$ cat src/rtl/fr_adder_pkg.sv
// Shared widths and the generate/propagate pair type for the MAC mantissa adder.
package fr_adder_pkg;

  localparam int FR_MANT_W     = 24;
  localparam int FR_CLA_W      = 25;
  localparam int FR_PFX_LEVELS = 5;
  localparam int FR_PFX_MIDLVL = 3;

  typedef struct packed {
    logic [FR_CLA_W-1:0] g;
    logic [FR_CLA_W-1:0] p;
  } fr_gp_t;

endpackage

$ cat src/rtl/fr_adder_prefix_if.sv
// Operand/result bundle between the adder prepare stage and the prefix/sum stage.
interface fr_adder_prefix_if;
  import fr_adder_pkg::*;

  logic                in_valid;
  logic                in_out_sign;
  logic [FR_CLA_W-1:0] G0;
  logic [FR_CLA_W-1:0] P0;
  logic                out_valid;
  logic                out_sign;
  logic [FR_CLA_W-1:0] out_sum;

  modport master (
    output in_valid, in_out_sign, G0, P0,
    input  out_valid, out_sign, out_sum
  );

  modport slave (
    input  in_valid, in_out_sign, G0, P0,
    output out_valid, out_sign, out_sum
  );

endinterface

$ cat src/rtl/fr_prefix_cell.sv
// Kogge-Stone black cell: merges a high group (gh, ph) with the lower group (gl, pl).
module fr_prefix_cell (
  input  logic gh,
  input  logic ph,
  input  logic gl,
  input  logic pl,
  output logic g,
  output logic p
);

  assign g = gh | (ph & gl);
  assign p = ph & pl;

endmodule

$ cat src/rtl/fr_adder_prefix.sv
// 25-bit Kogge-Stone carry network plus sum XOR and output register, stallable by hold.
// FR_ADDER_PREFIX_MIDREG_EN adds a pipeline register after prefix level 3 (latency 2 instead of 1).
module fr_adder_prefix
  import fr_adder_pkg::*;
(
  input logic              clock,
  input logic              resetn,
  input logic              hold,
  fr_adder_prefix_if.slave bus
);

  fr_gp_t               mid_gp;
  logic [FR_MANT_W:1]   mid_p0;
  logic                 mid_sign;
  logic                 mid_valid;
  logic [FR_CLA_W-1:0]  gg;
  logic [FR_CLA_W-1:0]  sum_next;
  logic                 out_valid_reg;
  logic                 out_sign_reg;
  logic [FR_CLA_W-1:0]  out_sum_reg;
  logic                 unused_p;

  genvar gi, gj;

  generate
    for (gi = 0; gi < FR_PFX_LEVELS; gi++) begin : g_lvl
      localparam int DIST = 1 << gi;
      logic [FR_CLA_W-1:0] g_i, p_i, g_o, p_o;

      // The level after the mid point always reads the mid stage, registered or not.
      if (gi == 0) begin : g_src
        assign g_i = bus.G0;
        assign p_i = bus.P0;
      end else if (gi == FR_PFX_MIDLVL) begin : g_src
        assign g_i = mid_gp.g;
        assign p_i = mid_gp.p;
      end else begin : g_src
        assign g_i = g_lvl[gi-1].g_o;
        assign p_i = g_lvl[gi-1].p_o;
      end

      for (gj = 0; gj < FR_CLA_W; gj++) begin : g_pos
        if (gj < DIST) begin : g_pass
          assign g_o[gj] = g_i[gj];
          assign p_o[gj] = p_i[gj];
        end else begin : g_cell
          fr_prefix_cell u_cell (
            .gh (g_i[gj]),
            .ph (p_i[gj]),
            .gl (g_i[gj-DIST]),
            .pl (p_i[gj-DIST]),
            .g  (g_o[gj]),
            .p  (p_o[gj])
          );
        end
      end
    end
  endgenerate

`ifdef FR_ADDER_PREFIX_MIDREG_EN
  always_ff @(posedge clock or negedge resetn) begin
    if (!resetn) begin
      mid_gp    <= '0;
      mid_p0    <= '0;
      mid_sign  <= 1'b0;
      mid_valid <= 1'b0;
    end else if (!hold) begin
      mid_gp    <= '{g: g_lvl[FR_PFX_MIDLVL-1].g_o, p: g_lvl[FR_PFX_MIDLVL-1].p_o};
      mid_p0    <= bus.P0[FR_MANT_W:1];
      mid_sign  <= bus.in_out_sign;
      mid_valid <= bus.in_valid;
    end
  end
`else
  assign mid_gp    = '{g: g_lvl[FR_PFX_MIDLVL-1].g_o, p: g_lvl[FR_PFX_MIDLVL-1].p_o};
  assign mid_p0    = bus.P0[FR_MANT_W:1];
  assign mid_sign  = bus.in_out_sign;
  assign mid_valid = bus.in_valid;
`endif

  // The final group propagate is not needed; only generates become carries.
  assign unused_p = ^g_lvl[FR_PFX_LEVELS-1].p_o;
  assign gg       = g_lvl[FR_PFX_LEVELS-1].g_o;
  assign sum_next = {gg[FR_CLA_W-1], mid_p0 ^ gg[FR_MANT_W-1:0]};

  always_ff @(posedge clock or negedge resetn) begin
    if (!resetn) begin
      out_valid_reg <= 1'b0;
      out_sign_reg  <= 1'b0;
      out_sum_reg   <= '0;
    end else if (!hold) begin
      out_valid_reg <= mid_valid;
      out_sign_reg  <= mid_sign;
      out_sum_reg   <= sum_next;
    end
  end

  assign bus.out_valid = out_valid_reg;
  assign bus.out_sign  = out_sign_reg;
  assign bus.out_sum   = out_sum_reg;

endmodule

$ cat src/flat_wrapper.sv
// flat-port wrapper written by rule: the top's interface ports become plain ports
module fr_adder_prefix_flat import fr_adder_pkg::*;
  (clock, resetn, hold, bus_in_valid, bus_in_out_sign, bus_G0, bus_P0, bus_out_valid, bus_out_sign, bus_out_sum);
  fr_adder_prefix_if bus_i ();
  input logic clock;
  input logic resetn;
  input logic hold;
  input wire logic [$bits(bus_i.in_valid)-1:0] bus_in_valid;
  input wire logic [$bits(bus_i.in_out_sign)-1:0] bus_in_out_sign;
  input wire logic [$bits(bus_i.G0)-1:0] bus_G0;
  input wire logic [$bits(bus_i.P0)-1:0] bus_P0;
  output wire logic [$bits(bus_i.out_valid)-1:0] bus_out_valid;
  output wire logic [$bits(bus_i.out_sign)-1:0] bus_out_sign;
  output wire logic [$bits(bus_i.out_sum)-1:0] bus_out_sum;
  assign bus_i.in_valid = bus_in_valid;
  assign bus_i.in_out_sign = bus_in_out_sign;
  assign bus_i.G0 = bus_G0;
  assign bus_i.P0 = bus_P0;
  assign bus_out_valid = bus_i.out_valid;
  assign bus_out_sign = bus_i.out_sign;
  assign bus_out_sum = bus_i.out_sum;
  fr_adder_prefix u_core (.clock(clock), .resetn(resetn), .hold(hold), .bus(bus_i));
endmodule
$ cat config.mk
export PLATFORM = sky130hd
export DESIGN_NAME = fr_adder_prefix_flat
export DESIGN_NICKNAME = d
export VERILOG_FILES = /design/src/rtl/fr_adder_pkg.sv /design/src/rtl/fr_adder_prefix_if.sv /design/src/rtl/fr_prefix_cell.sv /design/src/rtl/fr_adder_prefix.sv /design/src/flat_wrapper.sv
export SDC_FILE = /design/constraint.sdc
export NUM_CORES = 1
export LEC_CHECK = 0
export ABC_AREA = 1
export BUFFER_PORTS_ARGS = -buffer_cell sky130_fd_sc_hd__buf_4
export CAP_MARGIN = 40
export CORE_ASPECT_RATIO = 0.75
export CORE_MARGIN = 2
export CORE_UTILIZATION = 47
export DETAILED_ROUTE_END_ITERATION = 8
export PLACE_DENSITY = 0.78
export SYNTH_ARGS = -nofsm -noshare
export SYNTH_HDL_FRONTEND = slang
export SYNTH_SLANG_ARGS = --single-unit
export TNS_END_PERCENT = 1
$ cat constraint.sdc
create_clock -name clock -period 0.8 [get_ports clock]
set_input_delay 0.12 -clock clock [delete_from_list [all_inputs] [get_ports clock]]
set_output_delay 0.12 -clock clock [all_outputs]
set_load 0.005 [all_outputs]
==> flow_summary.yaml <==
synth:
  yosysWarningCount: 0
  syn_nets: 519
  syn_area_um2: 2530
  synth-edff-count: 0
  yosys.cell_types.count: 25
  synth_top_area_frac: 0.334
  synth.largest_area_cell: "nand2_1"
  synthArstFlopShare: 1.00
  synth.top_cells.by_area: "nand2_1 (33%), dfrtp_1 (27%), inv_1 (12%)"
  synthCells: 463
  synth-main-ff-cell: "dfrtp_1"
  synthTopCellsByCount: "nand2_1 (225), inv_1 (83), nand3_1 (35), dfrtp_1 (27), nor2_1 (22)"
  synth.avg_cell_area_um2: 5.46
  ys_seq_area_frac: 0.267
  ys_seq_elements: 27
  synth.most_common_cell: "nand2_1"
clock_tree:
  cts_buffer_depth: 2
  insertion_delay_ns: 0.28
  cts_made_buffers: 3
  clk_pin_slew_ns: 0.10
  htreeDepth: 1
  cts_tree: "yes"
  clock_sinks: 27
  root_buffer: "clkbuf_8"
sta:
  setup_slack_ns: -0.197
  hold_violations: 0
  finalCriticalPeriod_ns: 0.997
  period_share: 1.25
  finClkSkew_ns: 0
  slew_viol_final: 0
  worstMarginPinSlew_ns: 0.402
  timing.hold.ws_ns: 0.0294
  max_freq_mhz: 1000
  finalSetupViolCount: 48
  grt_setup_unrepaired: "true"
  slew_headroom: 0.732
die:
  row_count: 23
  chipHeight_um: 67.5
  fp.dieW_um: 88.7
  die_area_um2: 5980
  core_um2: 5270
  io_pins: 82
  start_util: 0.480
setup_path:
  cp.required_ns: 0.68
  crit_family: "flip-flops"
  cp_num_buf_inv: 1
  worstPathMaxFanout: 2
  max_stage_delay_ns: 0.45
  cp-end-kind: "output pin"
  critical_path_class: "register to output pin"
  worstSetupStartpointType: "register"
  cp.arrival_ns: 0.88
  path_cells: "buf_6"
  cpMaxStageDelayCell: "dfrtp_1"
detailed_routing:
  drc_errors: 0
  ant_nets: 0
  drtPass1Iterations: 5
  num_vias: 3259
  post_drt_wl_per_cell_um: 13.3
  wl_um: 8800
  first_iter_violations: 164
  via_per_inst: 4.92
placement:
  gp_congestion: 0.940
  io_buffers: 80
  hpwlAfterDp_um: 7010
job:
  drv_cap: 0
grt:
  track_usage: 0.300
  grt_max_degree: 28
  grt_pass1_vias: 3031
  antenna_found_initial: 0
  grt_pass1_wl_um: 13700
  overflow: 0
outcome:
  violations: "negative setup slack"
  status: "finished with violations"
finish:
  nets: 644
  antennaDiodeCount: 0
  largest_reg_flops: 25
  area_growth_pct: 56.9
  fin_util: 0.753
  drive_gt1_frac: 0.351
hold_path:
  holdCritPathClass: "input port to register"
power_and_ir_drop:
  power.density_nw_per_um2: 1100
  power_leakage_uw: 0.00230
  vdd_drop_max_mv: 0.603
==> cells in the final DEF, fill, tap and decap left out, types with 2 or more instances in the layout <==
master	synthesis	final
nor3_2	1	2
nor2_1	22	11
inv_2	1	4
nand3b_1	9	9
nand2_2	5	27
nor2_2	4	13
clkbuf_8	0	3
and2_1	2	2
nor2_4	2	4
or2_1	2	2
buf_4	0	94
nand2_1	225	194
nand4_1	6	6
inv_1	83	79
a21oi_2	0	6
or2_4	0	2
dfrtp_1	27	27
nand3_1	35	30
buf_6	0	29
nand2_4	0	9
o21ai_0	4	3
or2_2	4	2
a21oi_1	19	12
nand3_2	1	5
==> metal layers <==
metal,global-route usage,vias up,wire length [um]
li1,-,1649,-
met1,0.426,1469,4000
met2,0.482,121,4050
met3,0.0330,20,590
met4,0.0852,0,164
met5,0,-,0
==> layout make-up <==
cell class | count | area [um^2]
inverters | 84 | 318
fillers | 470 | 1300
flip-flops and latches | 27 | 676
well taps | 75 | 93.8
clock inverters | 1 | 7.51
repair buffers | 125 | 1060
clock buffers | 3 | 41.3
multi-input cells | 347 | 1770
==> metrics by stage <==
step / std cells / instance area (um^2) / power, uW / setup WS, ns / setup TNS [ns]
CTS: 660 / 3800 / 4290 / -0.197 / -5.47
global placement: 655 / 3560 / 3210 / -0.465 / -9.10
finish: 662 / 3960 / 4360 / -0.197 / -5.25
floorplan: 463 / 2550 / 2310 / -0.233 / -3.07
global route: 662 / 3960 / 4640 / -0.226 / -7.61
detailed placement: 655 / 3560 / 3240 / -0.500 / -9.81
==> power by group <==
group / switching [uW] / internal, uW
logic: 913 / 932
registers: 133 / 1520
clock network: 499 / 356
total: 1540 / 2810
==> final timing paths <==
path	slack [ns]	cells past startpoint	startpoint	end
max	-0.20	1	u_core.bus.out_sum[13]	bus_out_sum[13]
min	0.03	3	bus_in_out_sign	u_core.bus.out_sign
max reg2reg	0.08	2	u_core.bus.out_sum[24]	u_core.bus.out_sum[24]
min reg2reg	0.51	2	u_core.bus.out_sum[15]	u_core.bus.out_sum[15]
max in group asynchronous	0.21	2	resetn	u_core.bus.out_sum[5]
min in group asynchronous	0.29	2	resetn	u_core.bus.out_sum[1]
==> kinds of logic after synthesis <==
group | count (synthesis) | share of synthesized area
and+or+nand+nor | 321 | 0.543
buffers and inverters | 89 | 0.132
DFF | 27 | 0.267
AOI/OAI and AO/OA | 24 | 0.0485
xor gates and xnor gates | 1 | 0.00347
adders and majority gates | 1 | 0.00495
==> what timing repair did <==
item,4_1_cts,5_1_grt
hold endpoints to repair,27,0
pin swaps,3,16
resized for setup,56,44
endpoints found under the setup margin,49,50
hold buffers,1,0
setup buffers,0,2
Power figures use the tool's default switching activity.
